File: src/rtl/al_accel_ibuf_ctrl.sv
// Input-buffer sequencer: fetches 3-row bands of the feature map into the
// ibuf banks and shifts out one 3x3 window per PE handshake, serpentine order.
module al_accel_ibuf_ctrl #(
  parameter int ADDR_W = 16,
  parameter int DIM_W  = 8
) (
  input  logic              clk,
  input  logic              reset,
  input  logic              start,
  input  logic [ADDR_W-1:0] cfg_base,
  input  logic [DIM_W-1:0]  cfg_w_words,
  input  logic [DIM_W-1:0]  cfg_h,
  output logic              busy,
  output logic              done,
  output logic              cfg_err,
  output logic              mem_req,
  output logic [ADDR_W-1:0] mem_addr,
  input  logic              mem_gnt,
  input  logic [31:0]       mem_rdata,
  output logic [31:0]       ibuf_di,
  output logic              ibuf_ld_wrn,
  output logic [1:0]        ibuf_bank_sel,
  output logic              ibuf_di_revert,
  output logic [2:0]        ibuf_conv_wstrb,
  output logic              ibuf_conv_fi_load,
  output logic              ibuf_conv_se_load,
  output logic              ibuf_enb,
  input  logic              pe_ready,
  output logic              win_valid,
  output logic [DIM_W-1:0]  win_row,
  output logic [DIM_W+1:0]  win_col
);

  typedef enum logic [2:0] {
    S_IDLE, S_LOAD, S_SHIFT, S_DOWN, S_DONE
  } state_e;

  state_e           state_q, state_d;
  logic [DIM_W-1:0] b_q, b_d;
  logic [DIM_W-1:0] g_q, g_d;
  logic [1:0]       l_q, l_d;
  logic [1:0]       s_q, s_d;
  logic [DIM_W+1:0] k_q, k_d;
  logic             rev_q, rev_d;
  logic             err_q, err_d;

  logic [DIM_W-1:0]  wg;
  logic [ADDR_W-1:0] row_a;
  logic [DIM_W+1:0]  wlen;
  logic [DIM_W:0]    g_nx;
  logic [DIM_W:0]    b_nx3;
  logic              fire;

  always_ff @(posedge clk) begin
    if (reset) begin
      state_q <= S_IDLE;
      b_q     <= '0;
      g_q     <= '0;
      l_q     <= '0;
      s_q     <= '0;
      k_q     <= '0;
      rev_q   <= 1'b0;
      err_q   <= 1'b0;
    end else begin
      state_q <= state_d;
      b_q     <= b_d;
      g_q     <= g_d;
      l_q     <= l_d;
      s_q     <= s_d;
      k_q     <= k_d;
      rev_q   <= rev_d;
      err_q   <= err_d;
    end
  end

  assign ibuf_di         = mem_rdata;
  assign ibuf_conv_wstrb = 3'd0;
  assign ibuf_di_revert  = rev_q;
  assign busy            = (state_q != S_IDLE);

  always_comb begin
    state_d = state_q;
    b_d     = b_q;
    g_d     = g_q;
    l_d     = l_q;
    s_d     = s_q;
    k_d     = k_q;
    rev_d   = rev_q;
    err_d   = err_q;

    done              = 1'b0;
    cfg_err           = 1'b0;
    mem_req           = 1'b0;
    mem_addr          = '0;
    ibuf_ld_wrn       = 1'b0;
    ibuf_bank_sel     = 2'd0;
    ibuf_conv_fi_load = 1'b0;
    ibuf_conv_se_load = 1'b0;
    ibuf_enb          = 1'b0;
    win_valid         = 1'b0;
    win_row           = '0;
    win_col           = '0;

    // R2L bands fetch word groups from the right edge inward
    wg    = rev_q ? (cfg_w_words - DIM_W'(1) - g_q) : g_q;
    row_a = ADDR_W'(b_q) + ADDR_W'(l_q);
    wlen  = {cfg_w_words, 2'b00};
    g_nx  = {1'b0, g_q} + (DIM_W+1)'(1);
    b_nx3 = {1'b0, b_q} + (DIM_W+1)'(3);
    fire  = (k_q < (DIM_W+2)'(2)) || pe_ready;

    unique case (state_q)
      S_IDLE: begin
        if (start) begin
          if (cfg_h < DIM_W'(3) || cfg_w_words == '0) begin
            err_d   = 1'b1;
            state_d = S_DONE;
          end else begin
            b_d     = '0;
            g_d     = '0;
            l_d     = '0;
            s_d     = '0;
            k_d     = '0;
            rev_d   = 1'b0;
            state_d = S_LOAD;
          end
        end
      end
      S_LOAD: begin
        mem_req  = 1'b1;
        mem_addr = cfg_base + row_a * ADDR_W'(cfg_w_words)
                 + ADDR_W'(wg);
        if (mem_gnt) begin
          ibuf_ld_wrn   = 1'b1;
          ibuf_bank_sel = l_q + 2'd1;
          ibuf_enb      = 1'b1;
          if (l_q == 2'd2) begin
            l_d     = '0;
            s_d     = '0;
            state_d = S_SHIFT;
          end else begin
            l_d = l_q + 2'd1;
          end
        end
      end
      S_SHIFT: begin
        win_row   = b_q;
        win_col   = rev_q ? (wlen - (DIM_W+2)'(1) - k_q)
                          : (k_q - (DIM_W+2)'(2));
        win_valid = (k_q >= (DIM_W+2)'(2)) && pe_ready;
        if (fire) begin
          ibuf_enb = 1'b1;
          s_d      = s_q + 2'd1;
          k_d      = k_q + (DIM_W+2)'(1);
          if (s_q == 2'd3) begin
            if (g_nx < {1'b0, cfg_w_words}) begin
              g_d     = g_q + DIM_W'(1);
              l_d     = '0;
              state_d = S_LOAD;
            end else if (b_nx3 < {1'b0, cfg_h}) begin
              state_d = S_DOWN;
            end else begin
              state_d = S_DONE;
            end
          end
        end
      end
      S_DOWN: begin
        ibuf_conv_fi_load = 1'b1;
        ibuf_conv_se_load = 1'b1;
        ibuf_enb          = 1'b1;
        b_d     = b_q + DIM_W'(1);
        g_d     = '0;
        k_d     = '0;
        l_d     = '0;
        rev_d   = ~rev_q;
        state_d = S_LOAD;
      end
      S_DONE: begin
        done    = 1'b1;
        cfg_err = err_q;
        err_d   = 1'b0;
        rev_d   = 1'b0;
        state_d = S_IDLE;
      end
      default: state_d = S_IDLE;
    endcase
  end

endmodule

File: config.mk
export PLATFORM = sky130hd
export DESIGN_NAME = al_accel_ibuf_ctrl
export DESIGN_NICKNAME = d
export VERILOG_FILES = /design/src/rtl/al_accel_ibuf_ctrl.sv
export SDC_FILE = /design/constraint.sdc
export NUM_CORES = 1
export LEC_CHECK = 0
export ABC_AREA = 1
export ABC_CLOCK_PERIOD_IN_PS = 8600
export CORE_MARGIN = 1
export CORE_UTILIZATION = 40
export CTS_BUF_LIST = sky130_fd_sc_hd__clkbuf_8
export CTS_CLUSTER_SIZE = 12
export DETAILED_ROUTE_END_ITERATION = 10
export HOLD_SLACK_MARGIN = 0.12
export PLACE_DENSITY = 0.76
export SYNTH_ARGS = -nofsm -noshare
export SYNTH_HDL_FRONTEND = slang
export SYNTH_SLANG_ARGS = --single-unit
export TNS_END_PERCENT = 30
File: constraint.sdc
create_clock -name clk -period 8.6 [get_ports clk]
set_input_delay 1.72 -clock clk [delete_from_list [all_inputs] [get_ports clk]]
set_output_delay 1.72 -clock clk [all_outputs]
set_load 0.005 [all_outputs]
; Word-level counts from Yosys, hierarchy flattened
; Index checks and enable logic that the tools add are counted.
[totals]
regBits = 35
inputBits = 69
output_inout_bits = 81
[classes]
add_sub_neg = 15
n_mul = 1
magnitude_cmp = 5
eq_ne = 14
n_mux = 54
bitwise_logic = 1
n_reduce_logical = 20
[op_table]
columns = cell, count
row1 = 8-bit two-way mux, 7
row2 = 10-bit two-way mux, 5
row3 = 10-bit one-hot mux with 3 select lines, 1
row4 = 2-bit two-way mux, 12
row5 = 3-bit two-way mux, 8
row6 = 8-bit one-hot mux with 3 select lines, 1
row7 = 9-bit by 8-bit < comparator with 1-bit output, 2
row8 = 16-bit adder, 1
row9 = 16-bit by 8-bit adder with 16-bit output, 1
row10 = "8-bit by 1-bit adder with 8-bit output, second input constant", 2
row11 = 9-bit by 8-bit multiplier with 16-bit output, 1
row12 = 16-bit two-way mux, 1
row13 = "2-bit != test, second input constant", 8
row14 = 8-bit one-hot mux with 2 select lines, 1
row15 = 1-bit two-way mux, 12
row16 = 3-bit one-hot mux with 4 select lines, 1
row17 = 6-bit AND reduction, 2
row18 = 3-bit nonzero test, 4
row19 = "10-bit by 1-bit adder with 10-bit output, second input constant", 1
row20 = "10-bit by 2-bit greater-or-equal comparator with 1-bit output, second input constant", 1
row21 = "10-bit by 2-bit < comparator with 1-bit output, second input constant", 1
row22 = "10-bit by 1-bit subtractor with 10-bit output, second input constant", 1
row23 = 10-bit subtractor, 1
row24 = "10-bit by 2-bit subtractor with 10-bit output, second input constant", 1
row25 = 26 further kinds, 34

; Longest topological paths before layout
; Gate-level depths: netlist of run 1.
[logic_depth]
word_depth = 7
ltp_mapped = 29
depth_no_buf = 29

; Least setup slack after synthesis of run 1
; OpenSTA, ideal clock, no wires.
[synth_path]
kind = input to output
start = in cfg_w_words[1]
end = out mem_addr[15]
arrival_ns = 5.994
t_required_ns = 6.880
setup_slack_ns = 0.886
path_stages = 22
cell_sequence = clkbuf_1 > nand2_1 > fa_1 > inv_1 > fa_1 > inv_1 > fa_1 > inv_1 > fa_1 > inv_1 > fa_1 > inv_1 > ha_1 > a21oi_1 > o21ai_0 > a21oi_1 > o21ai_0 > nand2_1 > nand2_1 > nand2_1 > nand2_1 > nor2_1
[synth_between]
elab_chain_cells = 5
elab_cells_between_ends = 7
[synth_rtl]
columns = element, line
row1 = "start, declared", 11  ; input logic [DIM_W-1:0] cfg_w_words,
row2 = branches (longest 3 deep; another with 9-bit by 8-bit multiplier with 16-bit output), --
row3 = 16-bit by 8-bit adder with 16-bit output *, 132  ; + ADDR_W'(wg);
row4 = 16-bit two-way mux *, 112  ; unique case (state_q)
row5 = "end, declared", 17  ; output logic [ADDR_W-1:0] mem_addr,
; Every way passes the cells marked *.

; Worst setup path in the final report of run 1
[layout_path]
start = in cfg_base[7]
end = out mem_addr[14]
[layout_between]
elab_chain_cells = 3
[layout_rtl]
columns = element, line
row1 = "start, declared", 10  ; input logic [ADDR_W-1:0] cfg_base,
row2 = 16-bit adder, 131  ; mem_addr = cfg_base + row_a * ADDR_W'(cfg_w_words)
row3 = 16-bit by 8-bit adder with 16-bit output, 132
row4 = 16-bit two-way mux, 112
; No other way between the ends.

==> summary.md, run 1 <==
| Metric | Value |
|---|---|
| Period utilization | `97.1%` |
| Most frequent cells in the layout | `nand2_1 (221), inv_1 (197), nor2_1 (127)` |
| First-pass GRT wire length | `30.5 mm` |
| Synth Area in Compound Gates | `10.4%` |
| Power per cell area | `157 mW/mm2` |
| CTS HTree Levels | `2` |
| Initial antenna violation count | `0` |
| Critical path type | `primary input to primary output` |
| Vias in the first global route | `6473` |
| Final setup fails | `0` |
| Multiplexer share of the synthesized area | `0%` |
| Initial DRT Pass Iterations | `5` |
| Core area | `0.0174 mm2` |
| Worst Hold Depth | `2` |
| Area growth, synth to finish | `17.3%` |
| Critical R2R Capture | `g_q[3]$_SDFFE_PP0P_` |
| Adder-Cell Fraction of Synth Area | `33.1%` |
| Final Non-Filler Cells | `1373` |
| Reg clk slew, reported paths | `80 ps` |
| CTS tree | `yes` |
| Antenna diodes | `0` |
| Critical Path End Type | `primary output` |
| Share of layout cells above drive strength 1 | `7.58%` |
| WL per Instance | `13.3 um` |
| Overflow after GRT | `0` |
| Int Pwr | `677 uW` |
| Leak | `4.40 nW` |
| Largest family of logic cells by synthesized area | `adder cells` |
| Net Sw Power | `638 uW` |
| Number of routed nets with antenna violations | `0` |
| Total CTS buffers | `5` |
| Slew @ Worst Pin | `798 ps` |
| Fin. max-slew vios | `0` |
| Gr usage total | `20.6%` |
| GP Congestion | `0.900` |
| Die W | `136 um` |
| Max-Cap Viols | `0` |
| Syn Inst Count | `1073` |
| Worst skew pair latency | `300 ps` |
| Ranking of synthesized cells by area | `fa_1 (18%), ha_1 (15%), nand2_1 (12%)` |
| R2r worst-path depth | `15` |
| Max VDD drop | `0.0802 mV` |
| Maximum fanout along the worst path | `3` |
| Setup_tns | `0 ps` |
| Post-synth ARST share | `0%` |
| Synth area leader | `fa_1` |
| Die Y | `136 um` |
| Yosys top cell area share | `17.9%` |
| Worst EP required | `6880 ps` |
| Hold Vio Cnt, Final | `0` |
| DRC Markers | `0` |
| Syn Area/Cell | `6.66 um2` |
| Final WS setup | `248 ps` |
| F_max | `120 MHz` |
| Simple-gate share of the synthesized area | `25.9%` |
| Clk pwr share | `12.2%` |
| Post-synth EDFFs | `0` |
| Starting DRT DRC Count | `480` |
| HP Start | `err_q$_SDFFE_PP0P_` |
| Final instance area | `0.00839 mm2` |
| Register share of total power | `16.3%` |
| Combinational group share of total power | `71.4%` |
| NumNets Final | `1367` |
| Register area share after synthesis | `9.80%` |
| Switch share | `48.5%` |
| Worst clock skew | `5.36 ps` |
| Critical path data arrival time | `6630 ps` |
| Reg2Reg Setup Slack | `5500 ps` |
| Full die area | `0.0184 mm2` |
| PortBufs | `82` |
| Outcome | `finished clean` |
| Hold EP | `err_q$_SDFFE_PP0P_` |
| # IOs | `150` |
| Dpl hpwl | `15.2 mm` |
| CP Launch Point | `cfg_base[7]` |
| Predominant post-synthesis flop cell | `dfxtp_1` |
| Crit start category | `primary input` |
| Synth warn | `0` |
| Slew headroom | `46.6%` |
| Post-layout min period | `8350 ps` |
| Hold Crit Class | `flop to flop` |
| Placed Cells | `1364` |
| Largest net degree at the start of global routing | `31` |
| Cell Area, Placed | `0.00818 mm2` |
| Pre-CTS setup slack | `-132 ps` |
| Via/cell ratio | `4.97` |
| Yosys reg bits | `35` |
| Post-synthesis cell type count | `45` |
| Most common cell after layout, fill and taps aside | `nand2_1` |
| Area of the mapped netlist | `0.00715 mm2` |
| Root buffer selected by CTS | `clkbuf_8` |
| RSZ-0062 raised after global routing | `no` |
| Row count | `48` |
| Starting density of the core | `41.2%` |
| Vias | `6819` |
| Clock Tree Buf Depth | `2` |
| Routed wire length | `18.3 mm` |
| Pwr Total | `1.32 mW` |
| Post-synthesis xor/xnor area fraction | `4.16%` |
| Clock sink count | `35` |
| Reg2Reg Launch Point | `g_q[1]$_SDFFE_PP0P_` |
## critical path, stage by stage
cell and delay [ps]:
clkdlybuf4s50_1 460, inv_1 80, fa_1 540, inv_1 50, fa_1 460, fa_1 500
fa_1 550, inv_1 50, fa_1 530, inv_1 40, ha_1 310, buf_4 160
a21oi_2 160, buf_4 130, o21bai_1 50, a21oi_1 170, a21oi_1 90, nor2_1 100
clkdlybuf4s50_1 500
## layout make-up
class | instances | area (um2)
Clock buffer | 6 | 82.6
Tap cell | 225 | 282
Timing Repair Buffer | 124 | 1150
Multi-Input combinational cell | 769 | 5340
Fill cell | 1702 | 8970
Clock inverter | 2 | 35.0
Inverter | 212 | 796
Sequential cell | 35 | 701
## per-layer routing
layer / vias to the layer above / track usage, % / part of all wire, % / routed length, um
li1: 3440 / - / - / -
met1: 3180 / 27.9 / 45 / 8210
met2: 183 / 34.4 / 47 / 8680
met3: 16 / 2.51 / 5.8 / 1050
met4: 0 / 5.43 / 2.0 / 368
met5: - / 0 / 0 / 0
## sequential cells by signal, summed over array words and instances, names as in the netlist
name,count
k_q,10
b_q,8
g_q,8
state_q,3
l_q,2
s_q,2
err_q,1
ibuf_di_revert,1
## cells by family after synthesis
kind of cell | Yosys count
AND/OR/NAND/NOR | 444
AO/OA/AOI/OAI | 137
flip-flops | 35
adder cells (fa/ha/maj) | 151
other | 1
XOR/XNOR | 34
buffers and inverters | 271
## per-stage QoR
step	util, %	hold WS (ps)
global route	48.3	499
floorplan	-	435
detailed placement	47.1	450
global placement	47.1	447
CTS	47.9	463
finish	48.3	460
## power groups by stage
stage	combinational [mW]	clock, mW	sequential, mW
floorplan	0.599	0	0.211
global placement	0.868	0	0.217
detailed placement	0.885	0	0.218
CTS	0.908	0.162	0.215
global route	1.07	0.168	0.218
finish	0.940	0.161	0.215
## cells in the mapped netlist, types with 2 or more instances
| cell | number |
|---|---|
| buf_4 | 36 |
| nand2_1 | 222 |
| nand4_1 | 8 |
| inv_1 | 200 |
| a21o_1 | 5 |
| o22ai_1 | 2 |
| a21oi_1 | 82 |
| a21oi_2 | 2 |
| a211oi_1 | 4 |
| clkbuf_1 | 14 |
| buf_6 | 3 |
| ha_1 | 87 |
| a311oi_1 | 2 |
| nand3b_1 | 3 |
| nor2_4 | 3 |
| inv_2 | 9 |
| nand3_1 | 49 |
| nor2_2 | 3 |
| nand3_2 | 2 |
| buf_2 | 5 |
| o21ai_0 | 33 |
| xor2_1 | 25 |
| nor2_1 | 128 |
| nor3_1 | 18 |
| dfxtp_1 | 35 |
| fa_1 | 64 |
| clkinv_1 | 3 |
| xnor2_1 | 9 |
## worst max path at each step
| stage | endpoint |
|---|---|
| CTS | mem_addr[10] |
| finish | mem_addr[14] |
| floorplan | mem_addr[15] |
| detailed placement | mem_addr[15] |
| global route | mem_addr[11] |
| global placement | mem_addr[15] |
## repair_timing
action | CTS | global route
hold buffers | 0 | 0
resized for setup | 12 | 20
setup buffers | 0 | 1
endpoints found under the setup margin | 5 | 10
pin swaps | 1 | 8
(Power assumes the default switching activity.)
==> inputs of run 2 (changes only) <==
Settings changed: RECOVER_POWER set to 50.
==> run 2 against run 1 <==
Against the previous run:
- non-clock buffer count stayed put
- maximum frequency barely moved
- hold slack about the same
- power shrank 0.20%
- final cell count unchanged
- sequential power is essentially flat
- die area did not move
- critical path type unchanged
==> summary.md, run 2 (same netlist as run 1, synthesis figures left out) <==
| Metric | Value |
|---|---|
| Outcome | `finished clean` |
| Post-layout min period | `8350 ps (-5.62 ps)` |
| Die Y | `136 um (unchanged)` |
| Critical path type | `primary input to primary output` |
| Max VDD drop | `0.0799 mV (-0.34%)` |
| Critical R2R Capture | `g_q[3]$_SDFFE_PP0P_` |
| Worst Hold Depth | `2 (unchanged)` |
| Hold EP | `err_q$_SDFFE_PP0P_` |
| Maximum fanout along the worst path | `3 (unchanged)` |
| Slew @ Worst Pin | `885 ps (+86.8 ps)` |
| Total CTS buffers | `5 (unchanged)` |
| Share of layout cells above drive strength 1 | `7.06% (-0.52 points)` |
| Area growth, synth to finish | `17.1%` |
| Worst EP required | `6880 ps (about the same)` |
| Vias | `6830 (+0.16%)` |
| Worst-path cell chain | `clkdlybuf4s50_1, inv_1, fa_1, inv_1, fa_1, fa_1, fa_1, inv_1, fa_1, inv_1, ha_1, buf_4, a21oi_2, buf_4, o21bai_1, a21oi_1, a21oi_1, nor2_1, clkdlybuf4s50_1` |
| Clock Tree Buf Depth | `2 (unchanged)` |
| Reg2Reg Launch Point | `g_q[1]$_SDFFE_PP0P_` |
| First-pass GRT wire length | `30.5 mm (unchanged)` |
| Max-Cap Viols | `0 (unchanged)` |
| Reg2Reg Setup Slack | `5500 ps (about the same)` |
| # IOs | `150 (unchanged)` |
| CP max stage cell | `fa_1` |
| Starting DRT DRC Count | `446 (-7.1%)` |
| CP peak stage delay | `550 ps (about the same)` |
| Core area | `0.0174 mm2 (unchanged)` |
| Fin. max-slew vios | `0 (unchanged)` |
| Hold Vio Cnt, Final | `0 (unchanged)` |
| PortBufs | `82 (unchanged)` |
| Reg clk slew, reported paths | `80 ps (about the same)` |
| Antenna diodes | `0 (unchanged)` |
| Worst skew pair latency | `290 ps (about the same)` |
| Period utilization | `97.1% (about the same)` |
| Starting density of the core | `41.2% (unchanged)` |
| Gr usage total | `20.6% (unchanged)` |
| Biggest register | `k_q` |
| Initial antenna violation count | `0 (unchanged)` |
| Slew headroom | `41.0% (-5.6 points)` |
| CP Launch Point | `cfg_base[7]` |
| F_max | `120 MHz (about the same)` |
| Number of routed nets with antenna violations | `0 (unchanged)` |
| Most frequent cells in the layout | `nand2_1 (222), inv_1 (199), nor2_1 (128)` |
| NumNets Final | `1367 (unchanged)` |
| Most common cell after layout, fill and taps aside | `nand2_1` |
| Via/cell ratio | `4.97 (+0.16%)` |
| Final setup fails | `0 (unchanged)` |
| Critical path data arrival time | `6630 ps (about the same)` |
| Clock sink count | `35 (unchanged)` |
| Critical Path End Type | `primary output` |
| Power per cell area | `157 mW/mm2 (about the same)` |
| CTS tree | `yes` |
| Delay-heaviest family, CP | `adder cells` |
| Dpl hpwl | `15.2 mm (unchanged)` |
| Overflow after GRT | `0 (unchanged)` |
| Crit start category | `primary input` |
| DRC Markers | `0 (unchanged)` |
| Setup_tns | `0 ps (unchanged)` |
| R2r worst-path depth | `15 (unchanged)` |
| Biggest regs | `k_q x10, b_q x8, g_q x8` |
| Bufs and invs on worst path | `8 (unchanged)` |
| Top cell by count, worst path | `fa_1` |
| Routed wire length | `18.4 mm (+0.31%)` |
| Worst clock skew | `4.08 ps (-1.29 ps)` |
| Hold Crit Class | `flop to flop` |
| Largest register FFs | `10 (unchanged)` |
| Root buffer selected by CTS | `clkbuf_8` |
| Pwr Total | `1.31 mW (-0.20%)` |
| CTS HTree Levels | `2 (unchanged)` |
| Row count | `48 (unchanged)` |
| HP Start | `err_q$_SDFFE_PP0P_` |
| Die W | `136 um (unchanged)` |
| WL per Instance | `13.4 um (+0.31%)` |
| Cts hold-fix bufs | `0 (unchanged)` |
| Initial DRT Pass Iterations | `5 (unchanged)` |
| Vias in the first global route | `6473 (unchanged)` |
| Leak | `4.41 nW (about the same)` |
| Full die area | `0.0184 mm2 (unchanged)` |
| Largest net degree at the start of global routing | `31 (unchanged)` |
| RSZ-0062 raised after global routing | `no` |
| GP Congestion | `0.900 (unchanged)` |
==> run 2: cell count changes in the layout (fill, tap and decap cells not counted), sizes merged <==
cell and delta:
clkbuf +2, buf -2, dlygate4sd3 +3, clkdlybuf4s50 -3
==> run 2: worst max-delay path by stage <==
stage / endpoint / slack [ps] / cells after the start
finish: mem_addr[14] / 250 / 19
global route: mem_addr[12] / 30 / 18
CTS: mem_addr[10] / 20 / 21
detailed placement: mem_addr[15] / -130 / 24
global placement: mem_addr[15] / -90 / 21
floorplan: mem_addr[15] / 890 / 22
==> run 2: repair_timing <==
action / in CTS / in global routing
pin swaps: 1 / 8
setup endpoints to repair: 5 / 10
endpoints found under the hold margin: 0 / 0
buffers inserted: 0 / 1
resized for setup: 12 / 20
==> run 2: metrics by stage <==
step                      cell area (um2)  instances  hold WS (ps)  worst slack [ps]  utilization (%)
after floorplan                      7160       1075           435               886                -
after global placement               8180       1364           447             -86.9             47.1
after detailed placement             8180       1364           450              -132             47.1
after CTS                            8310       1372           463              16.5             47.9
after global routing                 8370       1373           499              29.4             48.2
final                                8370       1373           460               254             48.2
==> run 2: layout make-up <==
| class | instances | area [um2] |
|---|---|---|
| multi-input combinational | 769 | 5340 |
| clock buffer | 6 | 82.6 |
| timing repair buffer | 124 | 1140 |
| tap | 225 | 282 |
| clock inverter | 2 | 35.0 |
| inverter | 212 | 796 |
| sequential | 35 | 701 |
| fill | 1706 | 8980 |
==> run 2: worst register-to-register path: stages, from the launching register on <==
cell	delay (ps)
dfxtp_1	470
inv_1	90
nor3_1	290
nand3_1	190
nor3_1	210
xor2_1	190
inv_1	70
ha_1	300
nand3_1	100
nor2_1	60
nor2_1	120
nand2_1	120
nand2_1	170
nand3_2	290
a21oi_1	250
nor2_1	60
==> run 2: power by group <==
group	switching (mW)	internal (mW)	leakage [nW]
Combinational	0.543	0.394	4.06
Sequential	0.0285	0.187	0.284
Clock	0.0671	0.0939	0.0612
Total	0.638	0.675	4.41
==> run 2: routing by layer <==
layer	routed length, um	track usage (%)	up-vias
met1	8200	27.9	3164
met5	0	0	-
li1	-	-	3438
met4	389	5.43	0
met3	1150	2.51	20
met2	8630	34.4	208
==> inputs of run 3 (changes only) <==
Settings changed: RECOVER_POWER 50 to not set.
==> results of run 3 <==
Final layout, timing and power as in run 1 (identical DEF).
